===== config.mk =====
export PLATFORM = sky130hd
export DESIGN_NAME = barrel_shift_pipe
export DESIGN_NICKNAME = d
export VERILOG_FILES = /design/src/rtl/barrel_shift_pipe.sv
export SDC_FILE = /design/constraint.sdc
export NUM_CORES = 1
export LEC_CHECK = 0
export ABC_AREA = 1
export CORE_AREA = 10 10 78 80
export CTS_BUF_LIST = sky130_fd_sc_hd__clkbuf_4 sky130_fd_sc_hd__clkbuf_8
export CTS_CLUSTER_DIAMETER = 40
export DETAILED_ROUTE_END_ITERATION = 6
export DIE_AREA = 0 0 88 90
export PLACE_DENSITY = 0.84
export RECOVER_POWER = 25
export SYNTH_ARGS = -nofsm -noshare
export SYNTH_HDL_FRONTEND = slang
export SYNTH_SLANG_ARGS = --single-unit

===== constraint.sdc =====
create_clock -name clk -period 3.1 [get_ports clk]
set_input_delay 0.62 -clock clk [delete_from_list [all_inputs] [get_ports clk]]
set_output_delay 0.62 -clock clk [all_outputs]
set_load 0.01 [all_outputs]

===== src/rtl/barrel_shift_pipe.sv =====
// ============================================================================
// barrel_shift_pipe : SHW-stage pipelined rotate/shift unit with ready/valid
// Rev 1.0
// ============================================================================
`default_nettype none

module barrel_shift_pipe #(
  parameter int WIDTH = 8,
  parameter int SHW   = $clog2(WIDTH)
) (
  input  logic             clk,
  input  logic             rst_n,
  input  logic             in_valid,
  output logic             in_ready,
  input  logic [WIDTH-1:0] in_data,
  input  logic [SHW-1:0]   in_amt,
  input  logic [1:0]       in_mode,
  output logic             out_valid,
  input  logic             out_ready,
  output logic [WIDTH-1:0] out_data,
  output logic [15:0]      xfer_cnt
);

  localparam logic [1:0] MODE_ROR = 2'b00;
  localparam logic [1:0] MODE_ROL = 2'b01;
  localparam logic [1:0] MODE_LSR = 2'b10;

  logic [WIDTH-1:0] st_data [SHW];
  logic [SHW-1:0]   st_amt  [SHW];
  logic [1:0]       st_mode [SHW];
  logic             st_vld  [SHW];
  logic             advance;

  // One fixed-distance step; the arithmetic fill uses the current MSB, which
  // every earlier arithmetic step has preserved as the original sign bit.
  function automatic logic [WIDTH-1:0] step(input logic [WIDTH-1:0] d,
                                            input logic [1:0] mode,
                                            input int s);
    logic [WIDTH-1:0] r;
    r = '0;
    for (int i = 0; i < WIDTH; i++) begin
      case (mode)
        MODE_ROR: r[i] = d[(i + s) % WIDTH];
        MODE_ROL: r[i] = d[(i + WIDTH - s) % WIDTH];
        MODE_LSR: r[i] = (i + s < WIDTH) ? d[(i + s) % WIDTH] : 1'b0;
        default:  r[i] = (i + s < WIDTH) ? d[(i + s) % WIDTH] : d[WIDTH-1];
      endcase
    end
    return r;
  endfunction

  assign out_valid = st_vld[SHW-1];
  assign out_data  = st_data[SHW-1];
  assign advance   = !out_valid || out_ready;
  assign in_ready  = advance;

  for (genvar k = 0; k < SHW; k++) begin : g_stage
    logic [WIDTH-1:0] src_data;
    logic [SHW-1:0]   src_amt;
    logic [1:0]       src_mode;
    logic             src_vld;

    if (k == 0) begin : g_head
      assign src_data = in_data;
      assign src_amt  = in_amt;
      assign src_mode = in_mode;
      assign src_vld  = in_valid;
    end else begin : g_body
      assign src_data = st_data[k-1];
      assign src_amt  = st_amt[k-1];
      assign src_mode = st_mode[k-1];
      assign src_vld  = st_vld[k-1];
    end

    always_ff @(posedge clk or negedge rst_n) begin
      if (!rst_n) begin
        st_vld[k]  <= 1'b0;
        st_data[k] <= '0;
        st_amt[k]  <= '0;
        st_mode[k] <= '0;
      end else if (advance) begin
        st_vld[k] <= src_vld;
        // Payload only moves with a valid op; bubbles leave it untouched.
        if (src_vld) begin
          st_data[k] <= src_amt[k] ? step(src_data, src_mode, 1 << k) : src_data;
          st_amt[k]  <= src_amt;
          st_mode[k] <= src_mode;
        end
      end
    end
  end

  always_ff @(posedge clk or negedge rst_n) begin
    if (!rst_n) begin
      xfer_cnt <= '0;
    end else if (out_valid && out_ready) begin
      xfer_cnt <= xfer_cnt + 16'd1;
    end
  end

endmodule

`default_nettype wire


==> results of run 1 <==
==> cell usage in the layout, fill, tap and decap left out <==
cell type and count:
dlygate4sd3_1 1, nand4_1 3, bufinv_16 1, a21oi_1 27, o211ai_1 6, nand3b_1 3, xor2_1 7, o21ai_1 4
nor2_4 7, a31oi_1 1, nor2_1 25, a22oi_1 10, clkinv_1 2, clkdlybuf4s50_1 40, ha_1 1, nor2_2 1
inv_1 36, inv_2 2, and3_1 1, o21ai_0 17, clkbuf_8 6, xor2_2 1, nand2_4 2, xnor2_1 3
nor3_1 2, nand2_2 4, nand3_2 1, nand3_1 17, clkbuf_2 1, dfrtp_1 50, mux2_2 1, nand2_1 65
==> where the power goes <==
group	total (mW)	leakage [nW]	internal, mW	switching, mW
Combinational	0.870	0.847	0.406	0.464
Clock	0.457	0.0573	0.258	0.199
Sequential	1.05	0.593	0.864	0.189
==> worst paths after layout <==
path / startpoint / endpoint / slack (ns) / cells past startpoint
max in group asynchronous: rst_n / g_stage[2].src_data[0]$_DFFE_PN0P_ / 1.84 / 1
hold / removal: g_stage[1].src_vld$_DFFE_PN0N_ / g_stage[1].src_vld$_DFFE_PN0N_ / 0.48 / 2
setup reg to reg: out_valid$_DFFE_PN0N_ / g_stage[2].src_data[2]$_DFFE_PN0P_ / 1.60 / 4
min in group asynchronous: rst_n / xfer_cnt[0]$_DFFE_PN0P_ / 0.55 / 1
setup / recovery: out_ready / in_ready / 0.50 / 4
hold reg to reg: g_stage[1].src_vld$_DFFE_PN0N_ / g_stage[1].src_vld$_DFFE_PN0N_ / 0.48 / 2
==> critical path, stage by stage <==
cell	delay (ns)
dlygate4sd3_1	0.62
inv_1	0.09
nand2_4	0.09
clkdlybuf4s50_1	0.55
==> kinds of logic (layout without fill, tap and decap cells) <==
| family | after synthesis | count (layout) |
|---|---|---|
| adder cells (fa/ha/maj) | 1 | 1 |
| AO/OA/AOI/OAI | 65 | 65 |
| AND/OR/NAND/NOR | 131 | 131 |
| flip-flops | 50 | 50 |
| multiplexers | 1 | 1 |
| XOR/XNOR | 11 | 11 |
| buffers and inverters | 49 | 89 |
==> sequential cells by signal, indices dropped and copies added, names as in the netlist <==
| register | count |
|---|---|
| out_data | 8 |
| g_stage.src_amt | 3 |
| out_valid | 1 |
| g_stage.src_data | 16 |
| g_stage.src_vld | 2 |
| xfer_cnt | 16 |
| g_stage.src_mode | 4 |
==> cell type report <==
type / count / area [sq um]
clock buffer: 6 / 82.6
multi-input combinational: 209 / 1120
clock inverter: 1 / 30.0
sequential: 50 / 1250
inverter: 40 / 150
tap: 54 / 67.6
fill: 400 / 1480
timing repair buffer: 42 / 415
==> per-layer routing <==
layer / vias to the layer above / routed length, um / global-route usage [%] / share of wire (%)
li1: 1081 / - / - / -
met1: 1004 / 2410 / 17.8 / 44
met4: 0 / 85 / 4.92 / 1.6
met5: - / 0 / 0 / 0
met2: 58 / 2630 / 23.5 / 48
met3: 8 / 327 / 2.98 / 6.0
==> metrics by stage <==
step           hold WS [ns]  setup WS, ns  area [sq um]
6_report              0.476         0.502          3110
5_1_grt               0.525         0.433          3110
4_1_cts               0.482         0.540          3120
3_5_place_dp          0.461         0.550          3010
3_3_place_gp          0.453         0.564          3010
2_1_floorplan         0.324          1.72          2580
==> flow_summary_export.csv, run 1 <==
group,metric,value,unit
power_and_ir_drop,p_leak,1.50,nW
routing,drt_iter0_markers,142,
place,dpl.hpwl,4.08,mm
sta,slew_headroom,21.1,%
place,port_buffers,42,
logic_synthesis,yosysTopAreaCellShare,48.5,%
global_routing,grt_max_degree,51,
clocking,ctsResizeCount,0,
global_routing,grt_antenna_before_repair,0,
finish,drive_gt1_share,7.76,%
job,drv_cap,0,
logic_synthesis,synth-edff-count,0,
logic_synthesis,synthAdderAreaFrac,0.485,%
finish,final_util,67.7,%
logic_synthesis,yosys_warnings,0,
sta,fin_crit_sh,83.8,%
critical_path,crit_arrival,1.98,ns
logic_synthesis,synth_ff_type,"dfrtp_1",
routing,wl_per_cell,13.6,um
logic_synthesis,synth_xor_area_share,4.03,%
logic_synthesis,yosysMostFrequentCell,"nand2_1",
sta,final_hold_viol_count,0,
sta,period_needed,2.60,ns
critical_path,path_class,"in2out",
sta,setup_viol,0,
routing,drt-vias-per-instance,5.35,
finish,instances_no_fill,402,
floorplan,core,4600,sq um
routing,wl,5.45,mm
power_and_ir_drop,fin_total_pwr,2.38,mW
logic_synthesis,synth.distinct_cells,31,
floorplan,fp.dieW,88,um
floorplan,dieArea,7920,sq um
finish,antennaDiodeCount,0,
sta,grt_setup_unrepaired,"false",
floorplan,num_io_pins,43,
critical_path,worst_ep_required_time,2.48,ns
clocking,path_clk_slew,0.09,ns
clocking,insertion_delay,0.30,ns
sta,worstMarginPinSlew,1.18,ns
logic_synthesis,yosysSeqAreaShare,48.5,%
critical_path,cp-start-kind,"input port",
routing,vias,2151,
place,place_inst,395,
place,place_congestion,0.868,
finish,nets,366,
clocking,cts_setup_buffers,0,
logic_synthesis,synth_compound_area_share,14.2,%
logic_synthesis,syn_area,2580,sq um
floorplan,rows,25,
logic_synthesis,synth_common_cells,"65 x nand2_1, 50 x dfrtp_1, 36 x inv_1",
logic_synthesis,synth_nets,326,
clocking,ctsHoldBuffers,0,
outcome,status,"completed",
power_and_ir_drop,powerDensity,764,nW/um^2
logic_synthesis,async_flop_share,100,%
logic_synthesis,synth_top_family_by_area,"simple AND/OR/NAND/NOR gates",
floorplan,start_util,56.1,%
logic_synthesis,synth_seq_cells,50,
critical_path,end_kind,"output pin",
logic_synthesis,syn_inst,308,
power_and_ir_drop,vdd_drop_max,0.427,mV
routing,dr.pass1.iters,4,
clocking,htree_levels,2,
hold_path,min_path_type,"reg2reg",
sta,tns,0,ns
critical_path,crit_fanout,6,
logic_synthesis,avgSynthCellArea,8.37,sq um
sta,fin_skew,0.00675,ns
logic_synthesis,synth_area_leader_cell,"dfrtp_1",
clocking,cts.sinks,50,
finish,syn2layout_area_growth,20.8,%
sta,fmax,385,MHz
floorplan,die_y,90,um
routing,antenna_left,0,
logic_synthesis,synthSimpleGateAreaFrac,24.4,%
clocking,clockBufferDepth,2,
clocking,clockRootBuffer,"clkbuf_8",
global_routing,overflow,0,
global_routing,grt_pass1_wl,9.47,mm
global_routing,groute.usage.overall,14.3,%
routing,route.detailed.drc,0,
clocking,cts_made_buffers,5,
global_routing,grt_pass1_vias,2085,
logic_synthesis,synth.mux.area_fraction,0.437,%
clocking,cts_tree,"done",
sta,drv_slew,0,
logic_synthesis,yosys-top-cells-area,"dfrtp_1 49%, nand2_1 9.5%, a21oi_1 5.2%",
Power figures use the tool's default switching activity.
==> run 2, diff against run 1 <==
- CORE_AREA: 10 10 78 80 -> 10 10 83 85
- DIE_AREA: 0 0 88 90 -> 0 0 93 95
- PLACE_DENSITY: 0.84 -> 0.77
- clock period: 3.1 -> 2.35 ns (I/O delays scaled with it)
==> run 2 against run 1 <==
Net effect:
- register-to-register slack lost 0.61 ns
- utilization fell by 8.5 points
- design area grew 1.6%
- total power grew 33%
- flip-flop and latch count unchanged
- critical path depth unchanged
- setup slack worse by 0.29 ns
- hold slack got worse by 0.0069 ns
- final cell count up 5.5%
- sequential power up 32%
- non-clock buffer count up 3
- clock skew rose by 0.00094 ns
- largest cell class unchanged
- largest power group unchanged
==> flow_summary_export.csv, run 2 (same netlist as run 1, synthesis figures left out) <==
group,metric,value,unit
floorplan,start_util,48.3,%
critical_path,path_class,"in2out",
power_and_ir_drop,p_leak,1.51,nW
routing,vias,2111,
finish,syn2layout_area_growth,22.7,%
power_and_ir_drop,power_frac_clock,19.2,%
clocking,cts.sinks,50,
clocking,clockRootBuffer,"clkbuf_8",
routing,antenna_left,0,
critical_path,worst_ep_required_time,1.88,ns
sta,worstMarginPinSlew,1.17,ns
routing,route.detailed.drc,0,
finish,n_fill_cell,511,
global_routing,grt_pass1_wl,9.52,mm
critical_path,crit_fanout,6,
finish,nets,369,
power_and_ir_drop,sw_frac_of_total,35.8,%
power_and_ir_drop,powerDensity,998,nW/um^2
routing,dr.pass1.iters,4,
sta,worst_slack,0.216,ns
place,place_congestion,0.847,
routing,drt_iter0_markers,102,
power_and_ir_drop,cellInternalPower,2.03,mW
finish,final_common_cell,"nand2_1",
critical_path,critical-path-max-stage-delay,0.55,ns
finish,drive_gt1_share,9.09,%
critical_path,crit_arrival,1.66,ns
global_routing,use_met3,3.73,%
global_routing,use_met2,22.0,%
global_routing,grt_pass1_vias,2133,
place,place_inst,416,
floorplan,rows,27,
global_routing,grt_antenna_before_repair,0,
global_routing,groute.usage.overall,13.0,%
power_and_ir_drop,vdd_drop_max,0.576,mV
critical_path,cp.buffers_inverters,3,
clocking,htree_levels,2,
sta,slew_headroom,21.7,%
floorplan,num_io_pins,43,
hold_path,min_path_type,"in2async",
critical_path,path_cells,"clkdlybuf4s50_1 > inv_1 > nand2_4 > clkdlybuf4s50_1",
floorplan,fp.dieW,93,um
finish,final_cell_mix,"65 x nand2_1, 50 x dfrtp_1, 41 x clkdlybuf4s50_1",
critical_path,cp_top_family,"buffers and inverters",
global_routing,use_met1,15.8,%
finish,final_area,3160,sq um
clocking,cts_setup_buffers,0,
place,dpl_worst_slack,0.220,ns
global_routing,busiest_layer,"met2",
critical_path,cp-start-kind,"input port",
finish,instances_no_fill,424,
clocking,path_clk_slew,0.09,ns
sta,setup_viol,0,
power_and_ir_drop,fin_total_pwr,3.16,mW
sta,fin_hold_ws,0.469,ns
clocking,ctsHoldBuffers,0,
sta,drv_slew,0,
critical_path,slowest_stage,"clkdlybuf4s50_1",
sta,fmax,469,MHz
critical_path,end_kind,"output pin",
global_routing,grt_max_degree,51,
sta,tns,0,ns
sta,fin_skew,0.00770,ns
sta,grt_setup_unrepaired,"false",
sta,final_hold_viol_count,0,
routing,wl,5.42,mm
clocking,clockBufferDepth,2,
floorplan,core,5340,sq um
finish,antennaDiodeCount,0,
clocking,cts_made_buffers,5,
sta,period_needed,2.13,ns
clocking,cts_tree,"done",
clocking,ctsResizeCount,0,
routing,wl_per_cell,12.8,um
power_and_ir_drop,p_sw,1.13,mW
floorplan,die_y,95,um
critical_path,cp_common_cell,"clkdlybuf4s50_1",
floorplan,dieArea,8840,sq um
routing,drt-vias-per-instance,4.98,
place,dpl.hpwl,4.24,mm
place,port_buffers,42,
place,placedInstanceArea,3050,sq um
job,drv_cap,0,
outcome,status,"completed",
power_and_ir_drop,power_frac_seq,44.0,%
power_and_ir_drop,combPwrFrac,36.8,%
clocking,insertion_delay,0.30,ns
finish,final_util,59.3,%
global_routing,overflow,0,
sta,fin_crit_sh,90.8,%
[run 2: final timing paths]
kind,slack (ns),end,start,cells past startpoint
hold reg to reg,0.49,g_stage[1].src_vld$_DFFE_PN0N_,g_stage[1].src_vld$_DFFE_PN0N_,2
max in group asynchronous,1.16,out_data[1]$_DFFE_PN0P_,rst_n,2
setup / recovery,0.22,in_ready,out_ready,4
hold / removal,0.47,xfer_cnt[6]$_DFFE_PN0P_,rst_n,2
min in group clk,0.49,g_stage[1].src_vld$_DFFE_PN0N_,g_stage[1].src_vld$_DFFE_PN0N_,2
setup reg to reg,0.99,xfer_cnt[12]$_DFFE_PN0P_,xfer_cnt[0]$_DFFE_PN0P_,8
[run 2: layer usage]
metal / routed length [um] / share of wire (%)
met1: 2500 / 46
met2: 2580 / 48
met3: 293 / 5.4
met4: 53 / 0.98
met5: 0 / 0
[run 2: final cells by class]
type	count	area (sq um)	share of cell area, %
clock buffer	7	83.8	2.65
clock inverter	1	30.0	0.949
timing repair buffer	45	435	13.8
inverter	40	150	4.75
sequential	50	1250	39.6
multi-input combinational	209	1120	35.5
tap	72	90.1	2.85
[run 2: power by group through the flow]
stage	clock network, mW	registers (mW)	logic, mW
final	0.606	1.39	1.16
after global routing	0.659	1.44	1.33
after CTS	0.626	1.39	1.18
after detailed placement	0	1.41	1.18
after global placement	0	1.39	1.15
after floorplan	0	1.38	0.731
[run 2: worst register-to-register path, cell delays in order, from the launching register on]
cell	delay, ns
dfrtp_1	0.43
ha_1	0.22
nand3_2	0.12
nor2_4	0.14
nand2_2	0.09
nor2_4	0.11
nand2_1	0.06
nand2_1	0.06
nand2_1	0.04
==> run 3, diff against run 2 <==
- GPL_TIMING_DRIVEN: not set -> 0
==> run 3 against run 2 <==
Net effect:
- highest routed layer unchanged
- largest power group unchanged
- design area rose by 0.71%
- flip-flop and latch count did not move
- non-clock buffer count rose by 6
- critical path depth did not move
- wire length rose by 4.3%
- combinational power rose by 9%
- critical endpoint unchanged
- utilization rose by 0.42 points
- final cell count rose by 1.4%
- largest cell class unchanged
- count of clock-buffer cells in the layout fell by 2
==> flow_summary_export.csv, run 3 (same netlist as run 1, synthesis figures left out) <==
group,metric,value,unit
outcome,status,"completed",
hold_path,min_path_type,"in2async",
global_routing,groute.usage.overall,13.6,%
power_and_ir_drop,p_leak,1.53,nW
global_routing,grt_antenna_before_repair,0,
floorplan,rows,27,
sta,final_hold_viol_count,0,
finish,n_fill_cell,490,
place,dpl.hpwl,4.40,mm
critical_path,r2r_slack,0.99,ns
global_routing,use_met2,22.0,%
finish,nets,375,
routing,antenna_left,0,
critical_path,path_class,"in2out",
critical_path,slowest_stage,"clkdlybuf4s50_1",
place,place_inst,422,
global_routing,grt_pass1_wl,9.94,mm
sta,tns,0,ns
critical_path,path_cells,"clkdlybuf4s50_1 > inv_1 > nand2_4 > clkdlybuf4s50_1",
sta,drv_slew,0,
clocking,cts_made_buffers,5,
floorplan,num_io_pins,43,
clocking,clockRootBuffer,"clkbuf_8",
sta,period_needed,2.26,ns
global_routing,busiest_layer,"met2",
job,drv_cap,0,
sta,setup_viol,0,
clocking,cts_setup_buffers,0,
sta,slew_headroom,36.0,%
finish,instances_no_fill,430,
critical_path,cp-start-kind,"input port",
global_routing,grt_pass1_vias,2156,
global_routing,use_met1,17.0,%
clocking,clockBufferDepth,2,
critical_path,worst_ep_required_time,1.88,ns
place,place_congestion,0.861,
sta,fin_crit_sh,96.3,%
clocking,ctsHoldBuffers,0,
finish,final_common_cell,"nand2_1",
global_routing,overflow,0,
critical_path,cp_common_cell,"clkdlybuf4s50_1",
routing,vias,2151,
floorplan,die_y,95,um
sta,fin_hold_ws,0.130,ns
global_routing,use_met3,3.41,%
global_routing,grt_max_degree,41,
power_and_ir_drop,powerDensity,1000,nW/um^2
floorplan,dieArea,8840,sq um
finish,drive_gt1_share,10.1,%
critical_path,end_kind,"output pin",
clocking,htree_levels,2,
place,port_buffers,41,
sta,worstMarginPinSlew,0.960,ns
critical_path,crit_start,"out_ready",
clocking,insertion_delay,0.31,ns
sta,fin_skew,0.0117,ns
clocking,path_clk_slew,0.09,ns
finish,syn2layout_area_growth,23.6,%
routing,wl_per_cell,13.2,um
clocking,cts_tree,"done",
place,dpl_worst_slack,0.0993,ns
routing,drt_iter0_markers,91,
critical_path,cp.buffers_inverters,3,
floorplan,core,5340,sq um
critical_path,crit_cells,4,
critical_path,critical-path-max-stage-delay,0.56,ns
power_and_ir_drop,vdd_drop_max,0.498,mV
floorplan,fp.dieW,93,um
finish,final_cell_mix,"65 x nand2_1, 50 x dfrtp_1, 40 x clkdlybuf4s50_1",
clocking,cts.sinks,50,
floorplan,start_util,48.3,%
sta,grt_setup_unrepaired,"false",
critical_path,crit_fanout,6,
critical_path,cp_top_family,"buffers and inverters",
clocking,ctsResizeCount,0,
routing,dr.pass1.iters,4,
sta,worst_slack,0.0877,ns
critical_path,crit_arrival,1.79,ns
critical_path,r2r.worst_path.cells,7,
finish,antennaDiodeCount,0,
routing,drt-vias-per-instance,5.00,
routing,route.detailed.drc,0,
critical_path,rr_startpoint,"out_valid$_DFFE_PN0N_",
routing,wl,5.66,mm
critical_path,endpoint,"in_ready",
sta,fmax,442,MHz
critical_path,worst_r2r_endpoint,"xfer_cnt[14]$_DFFE_PN0P_",
run 3: stage by stage:
| step | utilization [%] | total power, mW | cell area (sq um) |
|---|---|---|---|
| global placement | 57.7 | 2.59 | 3080 |
| floorplan | - | 2.11 | 2580 |
| global route | 59.7 | 3.46 | 3190 |
| CTS | 60.0 | 3.23 | 3200 |
| detailed placement | 57.9 | 2.63 | 3090 |
| finish | 59.7 | 3.20 | 3190 |
run 3: area by class of cell:
type | instances | area (sq um) | area share (%)
Buffer | 9 | 53.8 | 1.69
Clock buffer | 5 | 68.8 | 2.16
Clock inverter | 3 | 40.0 | 1.26
Inverter | 40 | 150 | 4.71
Multi-Input combinational cell | 209 | 1120 | 35.2
Sequential cell | 50 | 1250 | 39.3
Tap cell | 72 | 90.1 | 2.83
Timing Repair Buffer | 42 | 409 | 12.8
run 3: power breakdown:
group,switching [mW],internal [mW],leakage (nW),total (mW)
sequential,0.211,1.14,0.593,1.35
combinational,0.682,0.574,0.877,1.26
clock,0.279,0.313,0.0579,0.592
run 3: worst min-delay path by stage:
stage | startpoint | endpoint | slack (ns) | cells after the start
after floorplan | rst_n | g_stage[1].src_amt[1]$_DFFE_PN0P_ | 0.17 | 0
after global placement | g_stage[1].src_vld$_DFFE_PN0N_ | g_stage[1].src_vld$_DFFE_PN0N_ | 0.46 | 2
after detailed placement | rst_n | xfer_cnt[2]$_DFFE_PN0P_ | 0.37 | 1
after CTS | rst_n | xfer_cnt[2]$_DFFE_PN0P_ | 0.04 | 1
after global routing | rst_n | xfer_cnt[2]$_DFFE_PN0P_ | 0.19 | 1
final | rst_n | xfer_cnt[2]$_DFFE_PN0P_ | 0.13 | 1
run 3: metal layers:
metal	vias to the layer above	part of all wire (%)
met5	-	0
met4	0	1.3
met3	5	5.6
met2	58	48
met1	996	46
li1	1092	-
